===== config.mk =====
export PLATFORM = sky130hd
export DESIGN_NAME = uart_rxer
export DESIGN_NICKNAME = d
export VERILOG_FILES = /design/src/rtl/uart_pkg.sv /design/src/rtl/uart_rx_sync.sv /design/src/rtl/uart_rxer.sv
export SDC_FILE = /design/constraint.sdc
export NUM_CORES = 1
export LEC_CHECK = 0
export ABC_AREA = 0
export CAP_MARGIN = 5
export CORE_UTILIZATION = 34
export CTS_BUF_LIST = sky130_fd_sc_hd__clkbuf_2
export DETAILED_ROUTE_END_ITERATION = 16
export PLACE_DENSITY_LB_ADDON = 0.2
export SYNTH_ARGS = -nofsm -noshare
export SYNTH_HDL_FRONTEND = slang
export SYNTH_SLANG_ARGS = --single-unit

===== constraint.sdc =====
create_clock -name clk -period 4.6 [get_ports clk]
set_input_delay 0.69 -clock clk [delete_from_list [all_inputs] [get_ports clk]]
set_output_delay 0.69 -clock clk [all_outputs]
set_load 0.005 [all_outputs]

===== src/rtl/uart_pkg.sv =====
// Shared UART definitions: receiver state encoding, data width and default bit period.
package uart_pkg;

  localparam int unsigned UART_DATA_BITS    = 8;
  localparam int unsigned UART_CLKS_PER_BIT = 16;

  typedef enum logic [2:0] {
    StIdle,
    StStart,
    StData,
    StParity,
    StStop,
    StWaitIdle
  } uart_rx_state_t;

endpackage


===== src/rtl/uart_rx_sync.sv =====
// Two-flop synchronizer for an asynchronous input; resets to the idle-high level.
module uart_rx_sync (
  input  logic clk,
  input  logic rst_n,
  input  logic d,
  output logic q
);

  logic meta_q;
  logic sync_q;

  always_ff @(posedge clk or negedge rst_n) begin
    if (!rst_n) begin
      meta_q <= 1'b1;
      sync_q <= 1'b1;
    end else begin
      meta_q <= d;
      sync_q <= meta_q;
    end
  end

  assign q = sync_q;

endmodule


===== src/rtl/uart_rxer.sv =====
// 8N1 UART receiver with mid-bit sampling. Define UART_RX_PARITY_EN for an even-parity bit
// between D7 and stop.
module uart_rxer
  import uart_pkg::*;
#(
  parameter int unsigned CLKS_PER_BIT = UART_CLKS_PER_BIT
) (
  input  logic       clk,
  input  logic       res,
  input  logic       RX,
  output logic [7:0] data_out,
  output logic       en_data_out,
  output logic       frame_err,
  output logic       parity_err,
  output logic       busy
);

  localparam int unsigned CW   = $clog2(CLKS_PER_BIT);
  localparam int unsigned HALF = CLKS_PER_BIT / 2;
  localparam logic [CW-1:0] HalfLast = CW'(HALF - 1);
  localparam logic [CW-1:0] BitLast  = CW'(CLKS_PER_BIT - 1);
  localparam logic [2:0]    IdxLast  = 3'(UART_DATA_BITS - 1);

  logic rx_s;

  uart_rx_sync u_sync (
    .clk   (clk),
    .rst_n (res),
    .d     (RX),
    .q     (rx_s)
  );

  uart_rx_state_t state_q, state_d;
  logic [CW-1:0]  cnt_q, cnt_d;
  logic [2:0]     bit_idx_q, bit_idx_d;
  logic [7:0]     shift_q, shift_d;
  logic [7:0]     data_q, data_d;
  logic           en_q, en_d;
  logic           ferr_q, ferr_d;
  logic           par_bad;

`ifdef UART_RX_PARITY_EN
  logic par_bit_q, par_bit_d;
  logic perr_q, perr_d;
  // Even parity: data bits plus parity bit carry an even number of ones.
  assign par_bad = ^{shift_q, par_bit_q};
`else
  assign par_bad = 1'b0;
`endif

  always_comb begin
    state_d   = state_q;
    cnt_d     = cnt_q;
    bit_idx_d = bit_idx_q;
    shift_d   = shift_q;
    data_d    = data_q;
    en_d      = 1'b0;
    ferr_d    = 1'b0;
`ifdef UART_RX_PARITY_EN
    par_bit_d = par_bit_q;
    perr_d    = 1'b0;
`endif
    unique case (state_q)
      StIdle: begin
        if (!rx_s) begin
          state_d = StStart;
          cnt_d   = '0;
        end
      end
      StStart: begin
        if (cnt_q == HalfLast) begin
          cnt_d     = '0;
          bit_idx_d = '0;
          state_d   = rx_s ? StIdle : StData;
        end else begin
          cnt_d = cnt_q + 1'b1;
        end
      end
      StData: begin
        if (cnt_q == BitLast) begin
          cnt_d   = '0;
          shift_d = {rx_s, shift_q[7:1]};
          if (bit_idx_q == IdxLast) begin
`ifdef UART_RX_PARITY_EN
            state_d = StParity;
`else
            state_d = StStop;
`endif
          end else begin
            bit_idx_d = bit_idx_q + 1'b1;
          end
        end else begin
          cnt_d = cnt_q + 1'b1;
        end
      end
`ifdef UART_RX_PARITY_EN
      StParity: begin
        if (cnt_q == BitLast) begin
          cnt_d     = '0;
          par_bit_d = rx_s;
          state_d   = StStop;
        end else begin
          cnt_d = cnt_q + 1'b1;
        end
      end
`endif
      StStop: begin
        if (cnt_q == BitLast) begin
          cnt_d  = '0;
          data_d = shift_q;
`ifdef UART_RX_PARITY_EN
          perr_d = par_bad;
`endif
          if (rx_s) begin
            en_d    = !par_bad;
            state_d = StIdle;
          end else begin
            ferr_d  = 1'b1;
            state_d = StWaitIdle;
          end
        end else begin
          cnt_d = cnt_q + 1'b1;
        end
      end
      StWaitIdle: begin
        if (rx_s) state_d = StIdle;
      end
      default: state_d = StIdle;
    endcase
  end

  always_ff @(posedge clk or negedge res) begin
    if (!res) begin
      state_q   <= StIdle;
      cnt_q     <= '0;
      bit_idx_q <= '0;
      shift_q   <= '0;
      data_q    <= '0;
      en_q      <= 1'b0;
      ferr_q    <= 1'b0;
`ifdef UART_RX_PARITY_EN
      par_bit_q <= 1'b0;
      perr_q    <= 1'b0;
`endif
    end else begin
      state_q   <= state_d;
      cnt_q     <= cnt_d;
      bit_idx_q <= bit_idx_d;
      shift_q   <= shift_d;
      data_q    <= data_d;
      en_q      <= en_d;
      ferr_q    <= ferr_d;
`ifdef UART_RX_PARITY_EN
      par_bit_q <= par_bit_d;
      perr_q    <= perr_d;
`endif
    end
  end

  assign data_out    = data_q;
  assign en_data_out = en_q;
  assign frame_err   = ferr_q;
  assign busy        = (state_q != StIdle);
`ifdef UART_RX_PARITY_EN
  assign parity_err  = perr_q;
`else
  assign parity_err  = 1'b0;
`endif

endmodule


==> Implementation_results.wiki, run 1 <==
{| class="wikitable"
! Metric !! Value
|-
| Standby leakage power || 0.763 nW
|-
| Number of buffers inserted during clock tree synthesis || 5
|-
| Clk pin slew, worst setup/hold paths || 0.15 ns
|-
| Register bit total from synthesis || 30
|-
| Wire length of the first global-routing pass || 4070 um
|-
| Maximum Capacitance Violations || 0
|-
| Beginning of the worst register-to-register path || cnt_q[0]
|-
| Number of hold-slack violations in the final timing report || 0
|-
| Avg Vias per Cell || 4.94
|-
| Net count after synthesis || 112
|-
| Status || finished clean
|-
| Critical path, cell by cell || nor3_1 -> inv_1 -> clkdlybuf4s50_1
|-
| Number of distinct library cells after synthesis || 36
|-
| Maximum fanout along the worst path || 12
|-
| Number of levels the H-tree was split into || 2
|-
| CTS Root Cell || clkbuf_2
|-
| Initial cell density of the core || 35.6%
|-
| Number of clock sinks || 30
|-
| Antenna violations before repair || 0
|-
| Cell Pwr Density || 412 nW/um^2
|-
| DP HPWL || 1550 um
|-
| Final-stage net count || 129
|-
| Clock network latency to the later pin of the worst-skew pair || 0.36 ns
|-
| CTS tree || built
|-
| WP data required || 3.91 ns
|-
| Number of hold buffers added after CTS || 0
|-
| Final total negative setup slack || 0 ns
|-
| DRC violations left || 0
|-
| Share of post-route cells with drive strength above 1 || 23.4%
|-
| Min-delay src || u_sync.meta_q
|-
| Slowest library cell on the worst path || dfrtp_1
|-
| Transition time at the pin with the least slew margin || 0.543 ns
|-
| Post-CTS Setup Repair Bufs || 0
|-
| Growth of design area from synthesis to finish || 18.0%
|-
| CP peak stage delay || 0.54 ns
|-
| Pin count of the biggest net entering global routing || 31
|-
| Antenna cells || 0
|-
| Standard-cell rows || 22
|-
| Least setup slack across all paths after layout || 1.97 ns
|-
| Highest clock rate || 0.380 GHz
|-
| Number of slew-limit violations in the final report || 0
|-
| Most frequent standard cell in the layout excluding fill and tap cells || dfrtp_1
|-
| Clock Path Buffers || 2
|-
| Number of setup violations in the final report || 0
|-
| Core area || 3660 sq um
|-
| Aggregate global-route resource usage || 13.6%
|-
| Type of destination of the critical path || output port
|-
| Die width || 64.0 um
|-
| Port Buf Inserts || 13
|-
| Total instance count after detailed placement || 164
|-
| Reg2reg setup slack || 2.82 ns
|-
| Total wire length || 2310 um
|-
| Combined area of all synthesized cells || 1310 sq um
|-
| Post-layout instance count excluding filler cells || 172
|-
| Number of instances in the synthesized netlist || 106
|-
| Type of origin of the critical path || register
|-
| Share of the clock period used by the worst path after layout || 57.3%
|-
| Drt wl/cell || 13.4 um
|-
| Headroom to the max-slew limit || 63.5%
|-
| Crit path from || state_q[0]
|-
| Number of nets with antenna violations after routing || 0
|-
| Path class of the lowest-slack min-delay path || register to register
|-
| Post-synthesis sequential area ratio || 57.7%
|-
| Maximum vdd drop || 0.171 mV
|-
| Height of the chip || 64.0 um
|-
| Congestion Overflow GR || 0
|-
| Setup CP Type || register to output port
|-
| RD Place Congestion || 0.807
|-
| Arrival time of data at the critical path endpoint || 1.94 ns
|-
| Post-synthesis average cell area || 12.3 sq um
|-
| Count of filler cells inserted in the layout || 348
|-
| Area of the die || 4090 sq um
|-
| CTS resizes || 0
|-
| Clock period minus worst slack || 2.63 ns
|-
| Top library cells by usage in the layout, fill and taps aside || 28 x dfrtp_1, 16 x mux2_2, 13 x clkdlybuf4s50_1
|-
| Setup repair after global routing missed its margin || false
|-
| Count of yosys warnings during synthesis || 0
|-
| DRT iter0 DRCs || 52
|-
| Setup WS pre-CTS || 2.37 ns
|-
| Top-level I/O count || 15
|-
| Post-Route Skew || 0.0155 ns
|-
| Number of detailed-routing iterations run before antenna repair || 4
|-
| Via count of the first global-routing pass || 900
|-
| Number of vias in the routed layout || 849
|}
==> kinds of logic after synthesis <==
logic type	share of synthesized area, %
other cells	0.287
fa+ha+maj	3.74
mux	13.8
simple gates	8.92
flops	57.7
compound gates	10.4
buf+inv	3.83
xor+xnor	1.34
==> synth_stat cells (all sizes together) <==
library cell | instances | share of area (%)
nor3b | 1 | 0.58
nand3 | 3 | 1.2
inv | 6 | 1.7
and3 | 2 | 0.96
nor4b | 1 | 0.67
a211o | 1 | 0.67
nor2 | 9 | 2.6
a21o | 1 | 0.58
buf | 3 | 1.8
dfstp | 2 | 4.0
a22oi | 1 | 0.58
nand4 | 1 | 0.48
maj3 | 1 | 0.86
a22o | 2 | 1.3
a2111oi | 1 | 0.67
xor2 | 2 | 1.3
o21ai | 4 | 1.5
dfrtp | 28 | 54
clkbuf | 1 | 0.29
o22ai | 1 | 0.48
nor3 | 1 | 0.38
a211oi | 1 | 0.96
o211ai | 1 | 0.58
a32o | 1 | 0.77
ha | 3 | 2.9
or3 | 1 | 0.48
a31oi | 1 | 0.48
conb | 1 | 0.29
mux2 | 16 | 14
a21oi | 3 | 1.2
a21boi | 1 | 0.58
nand2 | 4 | 1.2
and2 | 1 | 0.48
==> worst max-delay path: cells and delay by family (launching register included) <==
kind,cells,cell delay [ns]
flip-flops,1,0.54
buffers and inverters,2,0.53
AND/OR/NAND/NOR,1,0.52
==> final timing paths <==
path / endpoint / cells past startpoint
min reg2reg: u_sync.q / 0
max reg2reg: data_out[2] / 4
max: busy / 3
min: u_sync.q / 0
max in group asynchronous: u_sync.q / 2
min in group asynchronous: cnt_q[2] / 2
==> stage by stage <==
stage | cell area [sq um] | utilization [%] | hold WS (ns) | power, mW
after floorplan | 1310 | - | 0.345 | 0.415
after global placement | 1480 | 40.3 | 0.347 | 0.449
after detailed placement | 1480 | 40.3 | 0.352 | 0.454
after CTS | 1540 | 42.1 | 0.376 | 0.640
after global routing | 1540 | 42.1 | 0.380 | 0.673
final | 1540 | 42.1 | 0.373 | 0.634
==> where the power goes <==
group | internal [mW] | switching, mW
clock network | 0.0970 | 0.0874
logic | 0.0594 | 0.0691
registers | 0.285 | 0.0356
total | 0.442 | 0.192
==> area by class of cell <==
cell class	instances	area, sq um	share of cell area [%]
flip-flops and latches	30	753	48.9
clock buffers	7	35.0	2.27
inverters	6	22.5	1.46
multi-input cells	66	502	32.6
repair buffers	14	138	8.94
well taps	48	60.1	3.90
clock inverters	1	30.0	1.95
==> layer usage <==
layer	up-vias	global-route usage, %	routed length, um	part of all wire [%]
li1	408	-	-	-
met1	416	15.0	1040	45
met2	18	21.5	1080	47
met3	7	7.14	127	5.5
met4	0	6.25	51	2.2
met5	-	0	0	0
==> state kept, by name, indices dropped and copies added (netlist names) <==
register,flops
bit_idx_q,3
u_sync.q,1
frame_err,1
u_sync.meta_q,1
en_data_out,1
data_out,8
cnt_q,4
shift_q,8
state_q,3
(Power assumes the default switching activity.)
==> run 2, diff against run 1 <==
Clock period 4.6 ns to 2.6 ns, I/O delays scaled along.
==> run 2 against run 1 <==
  * Critical path depth did not move
  * Combinational power is 81% higher
  * First-iteration DRC count down 38%
  * Count of clock-buffer cells in the layout up 1
  * Power rose by 62%
  * Via count down 0.47%
  * Register-to-register slack got worse by 2.1 ns
  * Worst setup slack got worse by 1.7 ns
  * Final cell count unchanged
  * Sequential power up 77%
  * Final area shrank 1.6%
  * Clock power increased by 24%
  * Critical endpoint unchanged
  * Largest cell class unchanged
==> Implementation_results.wiki, run 2 (synthesis results as in run 1) <==
{| class="wikitable"
! Metric !! Value
|-
| Status || finished clean (unchanged)
|-
| Number of cells traversed by the worst register-to-register path || 4 (unchanged)
|-
| Type of origin of the critical path || register (unchanged)
|-
| Post-Route Skew || 0.0126 ns (was 0.0155 ns)
|-
| Setup repair after global routing missed its margin || false (unchanged)
|-
| CTS Root Cell || clkbuf_2 (unchanged)
|-
| Core area || 3660 sq um (unchanged)
|-
| Arrival time of data at the critical path endpoint || 1.94 ns (about the same)
|-
| CP peak stage delay || 0.54 ns (about the same)
|-
| Number of setup violations in the final report || 0 (unchanged)
|-
| Via count of the first global-routing pass || 885 (was 900)
|-
| Final total negative setup slack || 0 ns (unchanged)
|-
| Path class of the lowest-slack min-delay path || register to register (unchanged)
|-
| Reg2reg setup slack || 0.75 ns (was 2.82 ns)
|-
| DP HPWL || 1580 um (was 1550 um)
|-
| Number of hold buffers added after CTS || 0 (unchanged)
|-
| Top-level I/O count || 15 (unchanged)
|-
| Min Hold Slack || 0.368 ns (was 0.373 ns)
|-
| Number of vias in the routed layout || 845 (was 849)
|-
| Initial cell density of the core || 35.6% (unchanged)
|-
| RD Place Congestion || 0.740 (was 0.807)
|-
| Headroom to the max-slew limit || 64.0% (was 63.5%)
|-
| Share of the clock period used by the worst path after layout || 89.6%
|-
| Standard-cell rows || 22 (unchanged)
|-
| Antenna cells || 0 (unchanged)
|-
| Antenna violations before repair || 0 (unchanged)
|-
| Critical Path End || busy (unchanged)
|-
| Type of destination of the critical path || output port (unchanged)
|-
| Setup CP Type || register to output port (unchanged)
|-
| Share of post-route cells with drive strength above 1 || 23.4% (unchanged)
|-
| Highest clock rate || 0.429 GHz
|-
| WP data required || 2.21 ns (was 3.91 ns)
|-
| Most frequent standard cell in the layout excluding fill and tap cells || dfrtp_1 (unchanged)
|-
| Count of filler cells inserted in the layout || 366 (was 348)
|-
| Cell Pwr Density || 679 nW/um^2 (was 412 nW/um^2)
|-
| Drt wl/cell || 13.7 um (was 13.4 um)
|-
| Transition time at the pin with the least slew margin || 0.536 ns (was 0.543 ns)
|-
| Number of hold-slack violations in the final timing report || 0 (unchanged)
|-
| Aggregate global-route resource usage || 13.5% (was 13.6%)
|-
| Total wire length || 2360 um (was 2310 um)
|-
| Clock period minus worst slack || 2.33 ns
|-
| DRC violations left || 0 (unchanged)
|-
| FF+latch area || 753 sq um (unchanged)
|-
| Maximum vdd drop || 0.284 mV (was 0.171 mV)
|-
| Endpoint of the lowest-slack register-to-register path || state_q[0] (was data_out[2])
|-
| Maximum Capacitance Violations || 0 (unchanged)
|-
| Port Buf Inserts || 13 (unchanged)
|-
| Area of the die || 4090 sq um (unchanged)
|-
| Number of buffers inserted during clock tree synthesis || 5 (unchanged)
|-
| Wire length of the first global-routing pass || 4010 um (was 4070 um)
|-
| Avg Vias per Cell || 4.91 (was 4.94)
|-
| Final-stage net count || 129 (unchanged)
|-
| Number of slew-limit violations in the final report || 0 (unchanged)
|-
| Slowest library cell on the worst path || dfrtp_1 (unchanged)
|-
| Number of levels the H-tree was split into || 2 (unchanged)
|-
| Growth of design area from synthesis to finish || 16.1% (was 18.0%)
|-
| Clock Path Buffers || 2 (unchanged)
|-
| Beginning of the worst register-to-register path || state_q[1] (was cnt_q[0])
|-
| Number of detailed-routing iterations run before antenna repair || 4 (unchanged)
|-
| Clock network latency to the later pin of the worst-skew pair || 0.35 ns (was 0.36 ns)
|-
| Die width || 64.0 um (unchanged)
|-
| Pin count of the biggest net entering global routing || 31 (unchanged)
|-
| Number of nets with antenna violations after routing || 0 (unchanged)
|-
| Maximum fanout along the worst path || 12 (unchanged)
|-
| CTS resizes || 0 (unchanged)
|-
| Critical path, cell by cell || nor3_1 -> inv_1 -> clkdlybuf4s50_1 (unchanged)
|-
| Standby leakage power || 0.753 nW (was 0.763 nW)
|-
| Congestion Overflow GR || 0 (unchanged)
|-
| Post-CTS Setup Repair Bufs || 0 (unchanged)
|-
| Area of the multi-input gates || 502 sq um (unchanged)
|-
| DRT iter0 DRCs || 32 (was 52)
|-
| Utilization after layout || 41.4% (was 42.1%)
|-
| Top library cells by usage in the layout, fill and taps aside || 28 x dfrtp_1, 16 x mux2_2, 13 x clkdlybuf4s50_1 (unchanged)
|-
| Number of clock sinks || 30 (unchanged)
|-
| Crit path from || state_q[1] (was state_q[0])
|-
| CTS tree || built (unchanged)
|-
| Height of the chip || 64.0 um (unchanged)
|-
| Clk pin slew, worst setup/hold paths || 0.15 ns (about the same)
|}
-- run 2: through the flow --
| step | cell area [sq um] | std cells | setup WS [ns] | total power [mW] |
|---|---|---|---|---|
| 2_1_floorplan | 1310 | 106 | 1.02 | 0.735 |
| 3_3_place_gp | 1480 | 164 | 0.743 | 0.793 |
| 6_report | 1520 | 172 | 0.270 | 1.03 |
| 4_1_cts | 1520 | 172 | 0.260 | 1.04 |
| 5_1_grt | 1520 | 172 | 0.123 | 1.10 |
| 3_5_place_dp | 1480 | 164 | 0.685 | 0.807 |
-- run 2: area by class of cell --
cell class | instances | share of cell area [%]
clock buffer | 8 | 2.64
inverter | 6 | 1.49
multi-input combinational | 66 | 33.1
sequential | 30 | 49.7
tap | 48 | 3.96
timing repair buffer | 14 | 9.08
-- run 2: routing by layer --
layer	global-route usage (%)	vias up	share of wire (%)
li1	-	408	-
met3	6.25	6	4.6
met4	6.53	0	2.2
met1	15.5	410	46
met5	0	-	0
met2	21.0	21	48
-- run 2: worst max-delay path, delay by kind of cell (launching register included) --
| kind | cells | cell delay [ns] |
|---|---|---|
| simple gates | 1 | 0.52 |
| buf+inv | 2 | 0.53 |
| flops | 1 | 0.54 |
-- run 2: worst min-delay path by stage --
stage | endpoint | cells past startpoint | slack, ns | start
final | u_sync.q | 0 | 0.37 | u_sync.meta_q
after global routing | u_sync.meta_q | 1 | 0.38 | RX
after floorplan | bit_idx_q[0] | 0 | 0.09 | res
after global placement | u_sync.q | 0 | 0.35 | u_sync.meta_q
after CTS | u_sync.q | 0 | 0.37 | u_sync.meta_q
after detailed placement | u_sync.q | 0 | 0.35 | u_sync.meta_q
-- run 2: power breakdown --
part | internal (mW) | switching, mW | total [mW]
Clock | 0.0795 | 0.149 | 0.228
Sequential | 0.505 | 0.0623 | 0.567
Combinational | 0.106 | 0.128 | 0.234
